<file path="src/rtl/serial_vec_packer_if.sv">
// Serial nibble stream in, packed 32x4-bit I/W launch bus out, MAC completion back.
// master = upstream source plus MAC side; slave = the packer.
interface serial_vec_packer_if;
    logic         s_valid;
    logic         s_is_w;
    logic [3:0]   s_data;
    logic         s_ready;
    logic         in_valid;
    logic         weight_valid;
    logic [127:0] I;
    logic [127:0] W;
    logic         out_valid;

    modport master (
        output s_valid, s_is_w, s_data, out_valid,
        input  s_ready, in_valid, weight_valid, I, W
    );

    modport slave (
        input  s_valid, s_is_w, s_data, out_valid,
        output s_ready, in_valid, weight_valid, I, W
    );
endinterface

</file>
<file path="src/rtl/serial_vec_packer.sv">
// Packs 32 input + 32 weight nibbles into 128-bit buses and fires a 1-cycle MAC launch,
// launch 1 cycle after the last nibble; s_ready drops for a full bank and outside LOAD.
module serial_vec_packer #(
    parameter int TIMEOUT = 100
) (
    input  logic               clk,
    input  logic               rst_n,
    serial_vec_packer_if.slave bus,
    output logic               err
);
    localparam int TW = (TIMEOUT > 1) ? $clog2(TIMEOUT) : 1;

    typedef enum logic [1:0] {ST_LOAD, ST_FIRE, ST_WAIT} state_t;

    state_t         state_q, state_d;
    logic [5:0]     i_cnt_q, i_cnt_d;
    logic [5:0]     w_cnt_q, w_cnt_d;
    logic           w_new_q, w_new_d;
    logic [127:0]   i_bank_q, i_bank_d;
    logic [127:0]   w_bank_q, w_bank_d;
    logic [TW-1:0]  timer_q, timer_d;
    logic           err_q, err_d;

    logic           i_full, w_full, w_lock, s_rdy, fire;
    logic [4:0]     w_idx;

    assign i_full = (i_cnt_q == 6'd32);
    assign w_full = (w_cnt_q == 6'd32);
    // A full bank only refuses weights while it belongs to the current frame;
    // a bank retained from an earlier frame is replaced by the next weight nibble.
    assign w_lock = w_full && w_new_q;
    assign fire   = (state_q == ST_FIRE);

    always_comb begin
        state_d  = state_q;
        i_cnt_d  = i_cnt_q;
        w_cnt_d  = w_cnt_q;
        w_new_d  = w_new_q;
        i_bank_d = i_bank_q;
        w_bank_d = w_bank_q;
        timer_d  = timer_q;
        err_d    = err_q;
        s_rdy    = 1'b0;
        w_idx    = w_cnt_q[4:0];
        case (state_q)
            ST_LOAD: begin
                s_rdy = bus.s_is_w ? !w_lock : !i_full;
                if (bus.s_valid && s_rdy) begin
                    if (bus.s_is_w) begin
                        w_idx = w_full ? 5'd0 : w_cnt_q[4:0];
                        w_bank_d[{~w_idx, 2'b00} +: 4] = bus.s_data;
                        w_cnt_d = {1'b0, w_idx} + 6'd1;
                        w_new_d = 1'b1;
                    end else begin
                        i_bank_d[{~i_cnt_q[4:0], 2'b00} +: 4] = bus.s_data;
                        i_cnt_d = i_cnt_q + 6'd1;
                    end
                end
                if (i_cnt_d == 6'd32 && w_cnt_d == 6'd32) begin
                    state_d = ST_FIRE;
                end
            end
            ST_FIRE: begin
                state_d = ST_WAIT;
                i_cnt_d = 6'd0;
                w_new_d = 1'b0;
                timer_d = '0;
            end
            ST_WAIT: begin
                // Completion takes priority over an expiry on the same edge.
                if (bus.out_valid) begin
                    state_d = ST_LOAD;
                    timer_d = '0;
                end else if (timer_q == TW'(TIMEOUT - 1)) begin
                    state_d = ST_LOAD;
                    timer_d = '0;
                    err_d   = 1'b1;
                end else begin
                    timer_d = timer_q + TW'(1);
                end
            end
            default: state_d = ST_LOAD;
        endcase
    end

    always_ff @(posedge clk or negedge rst_n) begin
        if (!rst_n) begin
            state_q  <= ST_LOAD;
            i_cnt_q  <= 6'd0;
            w_cnt_q  <= 6'd0;
            w_new_q  <= 1'b0;
            i_bank_q <= '0;
            w_bank_q <= '0;
            timer_q  <= '0;
            err_q    <= 1'b0;
        end else begin
            state_q  <= state_d;
            i_cnt_q  <= i_cnt_d;
            w_cnt_q  <= w_cnt_d;
            w_new_q  <= w_new_d;
            i_bank_q <= i_bank_d;
            w_bank_q <= w_bank_d;
            timer_q  <= timer_d;
            err_q    <= err_d;
        end
    end

    assign bus.s_ready      = s_rdy;
    assign bus.in_valid     = fire;
    assign bus.weight_valid = fire && w_new_q;
    assign bus.I            = fire ? i_bank_q : '0;
    assign bus.W            = fire ? w_bank_q : '0;
    assign err              = err_q;
endmodule
</file>
<file path="src/flat_wrapper.sv">
// flat-port wrapper written by rule: the top's interface ports become plain ports
module serial_vec_packer_flat 
#(
    parameter int TIMEOUT = 100
)
  (clk, rst_n, err, bus_s_valid, bus_s_is_w, bus_s_data, bus_out_valid, bus_s_ready, bus_in_valid, bus_weight_valid, bus_I, bus_W);
  serial_vec_packer_if bus_i ();
  input  logic clk;
  input  logic rst_n;
  output logic err;
  input wire logic [$bits(bus_i.s_valid)-1:0] bus_s_valid;
  input wire logic [$bits(bus_i.s_is_w)-1:0] bus_s_is_w;
  input wire logic [$bits(bus_i.s_data)-1:0] bus_s_data;
  input wire logic [$bits(bus_i.out_valid)-1:0] bus_out_valid;
  output wire logic [$bits(bus_i.s_ready)-1:0] bus_s_ready;
  output wire logic [$bits(bus_i.in_valid)-1:0] bus_in_valid;
  output wire logic [$bits(bus_i.weight_valid)-1:0] bus_weight_valid;
  output wire logic [$bits(bus_i.I)-1:0] bus_I;
  output wire logic [$bits(bus_i.W)-1:0] bus_W;
  assign bus_i.s_valid = bus_s_valid;
  assign bus_i.s_is_w = bus_s_is_w;
  assign bus_i.s_data = bus_s_data;
  assign bus_i.out_valid = bus_out_valid;
  assign bus_s_ready = bus_i.s_ready;
  assign bus_in_valid = bus_i.in_valid;
  assign bus_weight_valid = bus_i.weight_valid;
  assign bus_I = bus_i.I;
  assign bus_W = bus_i.W;
  serial_vec_packer #(.TIMEOUT(TIMEOUT)) u_core (.clk(clk), .rst_n(rst_n), .bus(bus_i), .err(err));
endmodule
</file>
<file path="config.mk">
export PLATFORM = sky130hd
export DESIGN_NAME = serial_vec_packer_flat
export DESIGN_NICKNAME = d
export VERILOG_FILES = /design/src/rtl/serial_vec_packer_if.sv /design/src/rtl/serial_vec_packer.sv /design/src/flat_wrapper.sv
export SDC_FILE = /design/constraint.sdc
export NUM_CORES = 1
export LEC_CHECK = 0
export BUFFER_PORTS_ARGS = -buffer_cell sky130_fd_sc_hd__buf_2
export CAP_MARGIN = 20
export CORE_MARGIN = 2
export CORE_UTILIZATION = 30
export CTS_BUF_LIST = sky130_fd_sc_hd__clkbuf_4 sky130_fd_sc_hd__clkbuf_8
export DETAILED_ROUTE_END_ITERATION = 12
export PLACE_DENSITY = 0.57
export SETUP_SLACK_MARGIN = 0.2
export SLEW_MARGIN = 20
export SYNTH_ARGS = -nofsm -noshare
export SYNTH_HDL_FRONTEND = slang
export SYNTH_SLANG_ARGS = --single-unit
export TNS_END_PERCENT = 10
</file>
<file path="constraint.sdc">
create_clock -name clk -period 3.4 [get_ports clk]
set_input_delay 0.51 -clock clk [delete_from_list [all_inputs] [get_ports clk]]
set_output_delay 0.51 -clock clk [all_outputs]
set_load 0.05 [all_outputs]
</file>
# Yosys cells after proc, flatten, opt, wreduce, memory -nomap -nowiden
# Index checks and enable logic that the tools add are counted.
# word_totals
reg_bits,279
inputBits,9
out_inout_bits,260
wordCells,70
# classes
n_addsub,5
n_eq_ne,11
n_shift,4
mux,24
bitwise,4
n_reduce_logical,14
# op_table
operator,count
bitwise mux 128 bit,2
2-to-1 mux 128 bit,2
"variable shift 4 x 9 -> 128 bit, first input constant",2
variable part select 4 x 9 -> 128 bit,2
2-to-1 mux 6 bit,6
"== test 6 bit, second input constant",4
negation 7 -> 9 bit,2
2-to-1 mux 7 bit,2
one-hot mux 7 bit (2 select lines),1
one-hot mux 6 bit (2 select lines),1
AND reduction 3 bit,4
inverter 5 bit,2
"adder 7 x 1 -> 7 bit, second input constant",1
"== test 7 bit, second input constant",1
"adder 5 x 1 -> 6 bit, second input constant",1
"adder 6 x 1 -> 6 bit, second input constant",1
2-to-1 mux 2 bit,3
one-hot mux 2 bit (3 select lines),1
2-to-1 mux 5 bit,1
logical AND 1 bit,4
2-to-1 mux 1 bit,4
"!= test 2 x 1 -> 1 bit, second input constant",2
nonzero test 2 bit,2
"!= test 3 x 2 -> 1 bit, second input constant",1
8 further kinds,10

# Longest topological paths before layout
# logic_depth
word_depth,11
depth_mapped,11
depth_no_buf,8

# Least setup slack after synthesis
# Ideal clock, no wire load.
# synth_path
kind,reg-to-output
from,reg u_core.state_q[1]
to,out bus_I[123]
t_arrival_ns,1.964
t_required_ns,2.890
slack_ns,0.926
path_stages_with_launch,6
path_buffers,2
path_cell_list,dfrtp_1 > inv_1 > ha_1 > clkbuf_1 > clkbuf_1 > and2_1
# synth_between
elab_chain_cells,2
# synth_rtl
element,line,text
"start, declared",serial_vec_packer.sv:15,"state_t state_q, state_d;"
"start signal, assigned",serial_vec_packer.sv:97,state_q <= state_d;
== test 2 x 1 -> 1 bit,serial_vec_packer.sv:32,assign fire = (state_q == ST_FIRE);
named net bus_in_valid,flat_wrapper.sv:16,output wire logic [$bits(bus_i.in_valid)-1:0] bus_in_valid;
2-to-1 mux 128 bit,serial_vec_packer.sv:111,assign bus.I = fire ? i_bank_q : '0;
"end, declared",flat_wrapper.sv:18,output wire logic [$bits(bus_i.I)-1:0] bus_I;
# The timed path passes the listed nets, and every way through them passes these cells.

# Worst setup path after layout
# layout_path
from,reg u_core.i_cnt_q[0]
to,out bus_s_ready
# layout_between
elab_chain_cells,4
# layout_rtl
element,line,text
"start, declared",serial_vec_packer.sv:16,"logic [5:0] i_cnt_q, i_cnt_d;"
"start signal, assigned",serial_vec_packer.sv:98,i_cnt_q <= i_cnt_d;
== test 6 bit,serial_vec_packer.sv:27,assign i_full = (i_cnt_q == 6'd32);
zero test 1 bit,serial_vec_packer.sv:47,s_rdy = bus.s_is_w ? !w_lock : !i_full;
2-to-1 mux 1 bit,serial_vec_packer.sv:47,
2-to-1 mux 1 bit,serial_vec_packer.sv:45,case (state_q)
"end, declared",flat_wrapper.sv:15,output wire logic [$bits(bus_i.s_ready)-1:0] bus_s_ready;
# No other way between the ends.

==> flow_summary.yaml <==
run_status:
  status: "complete, no violations"
power:
  power.share.clock_pct: 32.5
  ir_worst_vdd_mv: 0.317
  seqPwrFrac_pct: 40.9
  swShare_pct: 35.7
  power_density_nw_per_um2: 603
  power_frac_comb_pct: 26.6
  leakage_uw: 0.00868
  p_int_uw: 6720
  power_uw: 10400
  p_sw_uw: 3720
floorplan:
  rows: 79
  dieArea_sq_um: 49000
  chipHeight_um: 221
  core_area_sq_um: 46600
  initial_core_util_pct: 30.4
  io_pins: 269
  die_w_um: 221
drt:
  drc: 0
  wl_per_cell_um: 19.0
  drt_iter0_markers: 722
  vias_per_cell: 4.90
  first_pass_iters: 5
  num_vias: 11300
  drtAntennaViolNets: 0
  wl_um: 43700
synthesis:
  netlist_instances: 1394
  ys_ff_latch: 279
  synth_top_area_cell: "dfrtp_1"
  synth_top_cells_by_area: "dfrtp_1 49%, mux2_2 14%, and2_1 12%"
  syn_area_per_cell_sq_um: 10.2
  async_reset_ff_share_pct: 100
  synth.distinct_cells: 54
  synth_top_area_share_pct: 49.3
  synth_edf_count: 0
  synth_nets: 1417
  synth_area_sq_um: 14200
  seq_area_frac_synth_pct: 49.3
  synth_flop_cell: "dfrtp_1"
  synth_warnings: 0
cts:
  cts_made_buffers: 50
  cts-root-buf: "clkbuf_8"
  clkLatencyLatePin_ns: 0.61
  clock_sinks: 279
  cts_tree: "yes"
  cts_buffer_depth: 3
  htreeDepth: 2
  clk_pin_slew_worst_paths_ns: 0.06
timing:
  finalSetupViolCount: 0
  fin_skew_ns: 0.0272
  fmax_mhz: 332
  min_period_ns: 3.01
  fin_tns_setup_ns: 0
  fin_crit_sh_pct: 88.7
  grt_setup_unrepaired: "false"
  slew_headroom_pct: 49.4
  slew_viol_final: 0
  tightest_slew_ns: 0.753
  hold_viol_final: 0
min_path:
  hold_path_class: "input port to flip-flop"
  whs_path_depth: 3
global_route:
  grt.overflow.total: 0
  grt_max_degree: 87
  grt_pass1_vias: 11600
  grt_pass1_wl_um: 67700
  track_usage_pct: 17.6
  grt_antenna_before_repair: 2
setup_path:
  endpoint_kind: "primary output"
  crit_arrival_ns: 2.50
  cp.required_ns: 2.89
  critPathKind: "flip-flop to primary output"
  startpoint_type: "flip-flop"
  ff2ff_path_depth: 7
  crit_fanout: 17
finish:
  regArea_sq_um: 6980
  fill_cells: 4658
  postLayoutCoreUtil_pct: 37.2
  layout.nets: 1676
  multi_input_area_sq_um: 6760
  instances_no_fill: 2298
  drive_gt1_share_pct: 34.6
  area_delta_synth_final_pct: 22.3
placed_design:
  dpl.cell_count: 2206
  dp_hpwl_um: 31100
  place.gp.congestion: 0.837
  port_buffers: 268
job:
  max_cap_viol_count: 0
synth_stat cells (all sizes together) (2+ instances only):
master	count
nand2	134
nand3	14
clkbuf	76
mux2i	2
and3	4
or2	10
a31oi	2
ha	14
o31ai	12
buf	20
nor4	9
a21oi	7
o21ai	87
nand4	12
dfrtp	279
xor2	10
inv	12
nor2	137
nor2b	4
or3	6
nor3	22
xnor2	9
o21a	2
o41ai	44
nand2b	7
a21boi	2
nand3b	2
nor4b	4
and2	263
mux2	174
cells by family after synthesis:
family / synth area share [%]
muxes: 14.0
buffers and inverters: 3.32
AOI/OAI and AO/OA: 7.77
adders and majority gates: 1.24
xor gates and xnor gates: 1.17
and+or+nand+nor: 23.3
DFF: 49.3
final timing paths:
| path | endpoint | from | slack (ns) |
|---|---|---|---|
| setup / recovery | bus_s_ready | u_core.i_cnt_q[0] | 0.39 |
| hold / removal | u_core.err | bus_out_valid | 0.23 |
| setup reg to reg | u_core.i_bank_q[56] | u_core.i_cnt_q[0] | 0.52 |
| hold reg to reg | u_core.w_bank_q[91] | u_core.w_bank_q[91] | 0.47 |
| max in group asynchronous | u_core.w_bank_q[3] | rst_n | 1.95 |
| min in group asynchronous | u_core.i_bank_q[119] | rst_n | 0.47 |
routing by layer:
metal	part of all wire [%]	global-route usage, %
met5	0	0
met4	3.1	6.60
met3	7.1	4.91
met2	45	27.0
met1	45	23.6
power by group through the flow:
stage,clock network [uW],logic (uW),registers (uW)
after global placement,0,2690,4310
after global routing,3640,3070,4350
final,3400,2770,4270
after detailed placement,0,2740,4330
after CTS,3490,2760,4270
after floorplan,0,2020,4100
per-stage QoR:
stage	cell area, sq um	setup WS [ns]	hold WS (ns)
2_1_floorplan	14200	0.926	0.214
3_3_place_gp	16200	0.645	0.457
3_5_place_dp	16200	0.528	0.464
4_1_cts	17300	0.209	0.189
5_1_grt	17300	0.194	0.220
6_report	17300	0.385	0.234
placed cells by master, fill, tap and decap left out, types with 22 or more instances in the layout:
| master | synthesis | layout |
|---|---|---|
| and2_1 | 263 | 263 |
| buf_2 | 13 | 266 |
| buf_4 | 1 | 29 |
| clkbuf_8 | 0 | 66 |
| dfrtp_1 | 279 | 279 |
| mux2_2 | 174 | 174 |
| nand2_1 | 134 | 134 |
| nor2_1 | 136 | 136 |
| nor3_1 | 22 | 22 |
| o21ai_0 | 82 | 82 |
| o41ai_1 | 44 | 44 |
registers in the layout, indices dropped and copies added, names as in the netlist:
signal,flops
u_core.w_bank_q,128
u_core.i_bank_q,128
u_core.w_new_q,1
u_core.timer_q,7
u_core.state_q,2
u_core.w_cnt_q,6
u_core.i_cnt_q,6
u_core.err,1
worst max-delay path, cell delays in order (launching register included):
cell and delay (ns):
dfrtp_1 0.38, buf_4 0.20, inv_1 0.21, ha_1 0.22, nand3b_1 0.15, o21ai_0 0.37, a41oi_2 0.12, buf_4 0.24
repair_timing:
action / 4_1_cts / 5_1_grt
cloned: 0 / 0
hold buffers: 1 / 0
setup buffers: 1 / 0
endpoints found under the setup margin: 6 / 1
resized for setup: 0 / 3
hold endpoints to repair: 83 / 0
layout make-up:
class | instances | area share (%)
flip-flops and latches | 279 | 40.3
multi-input cells | 1007 | 39.0
repair buffers | 303 | 9.75
clock buffers | 80 | 5.85
well taps | 607 | 4.38
clock inverters | 8 | 0.412
inverters | 12 | 0.260
diodes | 2 | 0.0289
Note: power is estimated with default switching activity, not from simulation.
